[config.mk]
export PLATFORM = sky130hd
export DESIGN_NAME = fifo_stream_reader
export DESIGN_NICKNAME = d
export VERILOG_FILES = /design/src/rtl/fifo_stream_reader.sv
export SDC_FILE = /design/constraint.sdc
export NUM_CORES = 1
export LEC_CHECK = 0
export BUFFER_PORTS_ARGS = -buffer_cell sky130_fd_sc_hd__buf_2
export CORE_MARGIN = 3
export CORE_UTILIZATION = 52
export DETAILED_ROUTE_END_ITERATION = 12
export GPL_TIMING_DRIVEN = 1
export HOLD_SLACK_MARGIN = 0.08
export PLACE_DENSITY = 0.77
export SLEW_MARGIN = 10
export SYNTH_ARGS = -nofsm -noshare
export SYNTH_HDL_FRONTEND = slang
export SYNTH_SLANG_ARGS = --single-unit
[constraint.sdc]
create_clock -name clk -period 2.1 [get_ports clk]
set_input_delay 0.105 -clock clk [delete_from_list [all_inputs] [get_ports clk]]
set_output_delay 0.105 -clock clk [all_outputs]
set_load 0.02 [all_outputs]
[src/rtl/fifo_stream_reader.sv]
// fifo_stream_reader: drains a FIFO read port into a valid/ready stream through a two-entry buffer.
// Define FIFO_RD_STATS_EN to add the 16-bit xfer_count accepted-word counter.
module fifo_stream_reader #(
  parameter int WIDTH = 8
) (
  input  logic             clk,
  input  logic             rst,
  input  logic             fifo_empty,
  output logic             fifo_ren,
  input  logic [WIDTH-1:0] fifo_rdata,
  output logic             m_valid,
  input  logic             m_ready,
  output logic [WIDTH-1:0] m_data
`ifdef FIFO_RD_STATS_EN
  ,
  output logic [15:0]      xfer_count
`endif
);
  typedef enum logic [1:0] {EMPTY = 2'd0, ONE = 2'd1, TWO = 2'd2} state_t;
  state_t state, state_n;
  logic inflight, pop;
  logic [WIDTH-1:0] head, tail, head_n, tail_n;
  assign m_valid = state != EMPTY;
  assign m_data  = head;
  assign pop     = m_valid & m_ready;
  // State encoding doubles as occupancy; a read is issued only if it cannot overfill the buffer.
  assign fifo_ren = !rst && !fifo_empty && (({1'b0, state} + {2'b0, inflight} - {2'b0, pop}) < 3'd2);
  always_comb begin
    state_n = state;
    head_n  = head;
    tail_n  = tail;
    case (state)
      EMPTY: if (inflight) begin
        state_n = ONE;
        head_n  = fifo_rdata;
      end
      ONE: if (inflight && pop) head_n = fifo_rdata;
        else if (inflight) begin
          state_n = TWO;
          tail_n  = fifo_rdata;
        end
        else if (pop) state_n = EMPTY;
      default: if (pop) begin
        state_n = inflight ? TWO : ONE;
        head_n  = tail;
        tail_n  = fifo_rdata;
      end
    endcase
  end
  always_ff @(posedge clk) begin
    if (rst) begin
      state    <= EMPTY;
      inflight <= 1'b0;
      head     <= '0;
      tail     <= '0;
    end else begin
      assert (!(state == TWO && inflight && !pop));
      state    <= state_n;
      inflight <= fifo_ren;
      head     <= head_n;
      tail     <= tail_n;
    end
  end
`ifdef FIFO_RD_STATS_EN
  always_ff @(posedge clk) begin
    if (rst) xfer_count <= '0;
    else if (pop) xfer_count <= xfer_count + 16'd1;
  end
`endif
endmodule

==> Word-level counts from Yosys, hierarchy flattened <==
Index checks and enable logic that the tools add are counted.
{ "op_classes": {"n_addsub": 2, "n_lt_le_gt_ge": 1, "eq_ne": 6, "mux": 14, "bitwise_logic": 2, "n_reduce_logical": 12} }
{ "ops": {"columns": ["cell", "count"], "rows": [
  ["8-bit 2-to-1 mux", 5],
  ["8-bit case mux with 2 select lines", 2],
  ["2-bit 2-to-1 mux", 6],
  ["2-bit != test (second input constant)", 4],
  ["4-bit AND reduction", 2],
  ["2-bit case mux with 2 select lines", 1],
  ["2-bit nonzero test", 2],
  ["2-bit by 1-bit adder with 3-bit output", 1],
  ["1-bit logical AND", 3],
  ["3-bit by 2-bit less-than comparator with 1-bit output (second input constant)", 1],
  ["3-bit != test (second input constant)", 1],
  ["3-bit AND reduction", 1],
  ["3-bit nonzero test", 1],
  ["3-bit by 1-bit subtractor with 3-bit output", 1],
  ["2-bit by 1-bit == test with 1-bit output (second input constant)", 1],
  ["1-bit zero test", 2],
  ["2-bit zero test", 1],
  ["1-bit AND", 1],
  ["1-bit inverter", 1]
]} }
{ "word_totals": {"ff_bits": 19, "inputBits": 12, "output_inout_bits": 10} }

==> Longest topological paths before layout <==
{ "logic_depth": {"depth_word": 6, "depth_mapped": 8, "depth_no_buf": 7} }

==> Worst setup path after synthesis <==
OpenSTA, ideal clock, no wires.
{ "synth_path": {"path_type": "flip-flop to output port", "startpoint": "register state[1]", "endpoint": "output port fifo_ren", "arrival_ns": 2.330, "t_required_ns": 1.995, "path_slack_ns": -0.335, "stages_incl_launch_ff": 9, "path_buffers": 1, "cell_sequence": "dfxtp_1 -> buf_6 -> or2_2 -> nand2_1 -> ha_1 -> nand2_1 -> fa_1 -> xor2_1 -> nor4b_1"} }
{ "synth_between": {"elab_chain_len": 5, "word_cells_on_any_way": 6} }
{ "synth_lines": {"columns": ["item", "line", "source"], "rows": [
  ["start, declared", "20", "state_t state, state_n;"],
  ["start signal, assigned", "58", "state <= state_n;"],
  ["2-bit nonzero test", "23", "assign m_valid = state != EMPTY;"],
  ["via m_valid", "11", "output logic m_valid,"],
  ["1-bit AND", "25", "assign pop = m_valid & m_ready;"],
  ["3-bit by 1-bit subtractor with 3-bit output", "27", "assign fifo_ren = !rst && !fifo_empty && (({1'b0, state} + {2'b0, inflight} - {2'b0, pop}) < 3'd2);"],
  ["3-bit by 2-bit less-than comparator with 1-bit output", "27", null],
  ["1-bit logical AND", "27", null],
  ["end, declared", "9", "output logic fifo_ren,"]
]} }
The timed path passes the listed nets, and every way through them passes these cells.

==> Worst setup path in the final report <==
{ "layout_path": {"startpoint": "register state[1]", "endpoint": "output port fifo_ren"} }
{ "layout_between": {"elab_chain_len": 5, "word_cells_on_any_way": 6} }
{ "layout_lines": {"columns": ["item", "line"], "rows": [
  ["parallel branches: the longest is 2 deep, another holds 2-bit by 1-bit adder with 3-bit output", null],
  ["3-bit by 1-bit subtractor with 3-bit output *", "27"],
  ["3-bit by 2-bit less-than comparator with 1-bit output *", "27"],
  ["1-bit logical AND *", "27"]
]} }
Every way passes the cells marked *.

==> impl_metrics.ini <==
[critical_path]
cp_cell_sequence = or2_4, nand2_2, ha_1, nand2_1, fa_2, xor2_2, nor4b_4, buf_4
slowest_stage = dfxtp_2
path_class = reg -> out
cp.depth = 8
cp_max_fo = 3
cpLargestDelayFamily = adder cells
max_stage_delay_ns = 0.35
worstSetupStartpointType = flop
r2r_cells = 7
r2r_setup_slack_ns = 0.38
crit_arrival_ns = 2.06
crit_required_ns = 2.00
endpoint_kind = output pin
cp_num_buf_inv = 1

[global_route]
grt_usage = 0.203
grt_pass1_wl_um = 3920
grt_pass1_vias = 824
grt_util_met3 = 0.0445
use_met1 = 0.290
grt_busiest_layer = met2
use_met2 = 0.298
grt_max_degree = 29
overflow = 0
antenna_found_initial = 0

[yosys]
synth.most_common_cell = dfxtp_1
synth-seq-area-share = 0.369
synth.cell_area_um2 = 1030
synth_cell_types = 26
ys.warnings.count = 0
synthArstFlopShare = 0
ys_ff_latch = 19
avgSynthCellArea_um2 = 10.2
synth_edf_count = 0
synth_top_flop_cell = dfxtp_1
ys_top_cells_by_count = dfxtp_1, nand2b_1, mux2i_1
syn_nets = 115
yosysTopAreaCell = dfxtp_1
synth.area.top_cells = dfxtp_1, mux2i_1, nand2b_1, a211oi_2, a21oi_1
synth_top_area_frac = 0.369
synthCells = 101

[clock_tree]
clk_latency_ns = 0.31
root_buffer = clkbuf_4
cts_max_level = 1
numCtsBuffers = 3
cts_tree = built
cts_setup_buffers = 0
clkTransAtPathRegs_ns = 0.11
cts.sinks = 19
clk_path_buf_depth = 2

[placed_design]
dp_hpwl_um = 1420
place_congestion = 0.733
portBuffers = 21

[route]
drcViolationCount = 0
firstDrtPassIters = 4
post_drt_wl_per_cell_um = 13.9
wirelength_um = 2140
drt_iter0_markers = 16
ant_nets = 0
vias = 824
via_per_inst = 5.35

[pwr]
p_clk_frac = 0.257
leakage_nw = 0.541
swShare = 0.299
power_switching_mw = 0.227
power_density_nw_per_um2 = 593
internal_power_mw = 0.532
p_seq_frac = 0.514
peakVddDrop_mv = 0.452
combPwrFrac = 0.230

[timing]
fmax_mhz = 461
worst_pin_slew_ns = 0.651
drv_slew = 0
grt_setup_unrepaired = true
period_needed_ns = 2.17
fin_ws_ns = -0.0688
fin_crit_sh = 1.03
slew_headroom = 0.566
finalSetupViolCount = 1
finalSetupTns_ns = -0.0688
finalClockSkew_ns = 0.00814
holdWs_ns = 0.174
hold_violations = 0

[floorplanning]
io_pins = 22
start_util = 0.572
chipWidth_um = 50.5
fp.coreArea_um2 = 1800
die_y_um = 50.5
rows = 15
die_area_um2 = 2550

[final_layout]
area_growth_syn_to_layout_pct = 24.0
layout.nets = 144
antenna_cells = 0
drive_above_1_share = 0.349
fill_cells = 151

[outcome]
violations = setup timing
status = finished with violations

[hold_path]
hp-class = in -> reg
holdPathStages = 3

[run]
drv_cap = 0
==> placed cells by master, fill, tap and decap left out, types with 3 or more instances in the layout <==
cell type / Yosys / final
mux2i_1: 16 / 16
buf_4: 0 / 3
a211oi_2: 8 / 8
clkbuf_4: 0 / 3
dfxtp_1: 19 / 17
dlygate4sd3_1: 0 / 9
nand2b_1: 17 / 17
a21oi_1: 9 / 9
buf_2: 3 / 20
nor2b_1: 3 / 3
==> metal layers <==
layer,part of all wire,vias up
li1,-,412
met1,0.50,393
met2,0.46,14
met3,0.031,5
met4,0.017,0
met5,0,-
==> tightest hold or removal path: cells and delay by family <==
kind / cells / cell delay, ns
buffers and inverters: 1 / 0.15
and+or+nand+nor: 1 / 0.09
AOI/OAI and AO/OA: 1 / 0.08
==> per-stage QoR <==
stage                     power [mW]  utilization  worst slack, ns  std cells  area, µm²
after floorplan                0.516            -           0.0294        101       1050
after global placement         0.549        0.633            0.230        141       1140
after detailed placement       0.555        0.633            0.173        141       1140
after CTS                      0.758        0.706           -0.108        154       1270
after global routing           0.800        0.710           -0.185        154       1280
final                          0.759        0.710          -0.0688        154       1280
==> state kept, by name, indices dropped and copies added, names as in the netlist <==
name,cells
m_data,8
tail,8
state,2
inflight,1
==> power groups by stage <==
stage / combinational [mW] / sequential (mW) / clock, mW
2_1_floorplan: 0.101 / 0.414 / 0
3_3_place_gp: 0.152 / 0.397 / 0
3_5_place_dp: 0.158 / 0.397 / 0
4_1_cts: 0.174 / 0.390 / 0.194
5_1_grt: 0.192 / 0.393 / 0.215
6_report: 0.174 / 0.390 / 0.195
==> worst paths after layout <==
check | start | to
setup / recovery | state[1] | fifo_ren
setup reg to reg | state[1] | inflight
hold reg to reg | tail[4] | tail[4]
hold / removal | m_ready | state[0]
==> cell families after synthesis <==
| group | after synthesis | synth area share |
|---|---|---|
| flip-flops | 19 | 0.369 |
| buffers and inverters | 10 | 0.0619 |
| XOR/XNOR | 1 | 0.00850 |
| AO/OA/AOI/OAI | 22 | 0.180 |
| adder cells (fa/ha/maj) | 2 | 0.0316 |
| AND/OR/NAND/NOR | 31 | 0.194 |
| multiplexers | 16 | 0.155 |
==> cell type report <==
| class | count | area (µm²) | area share |
|---|---|---|---|
| clock inverters | 1 | 5.00 | 0.00391 |
| inverters | 2 | 7.51 | 0.00587 |
| flip-flops and latches | 19 | 383 | 0.299 |
| repair buffers | 32 | 213 | 0.166 |
| multi-input cells | 72 | 617 | 0.482 |
| well taps | 25 | 31.3 | 0.0245 |
| clock buffers | 3 | 22.5 | 0.0176 |
==> timing repair <==
item | 4_1_cts | 5_1_grt
endpoints found under the hold margin | 9 | 0
hold buffers | 9 | 0
resized for setup | 3 | 4
setup endpoints to repair | 1 | 1
(Power assumes the default switching activity.)
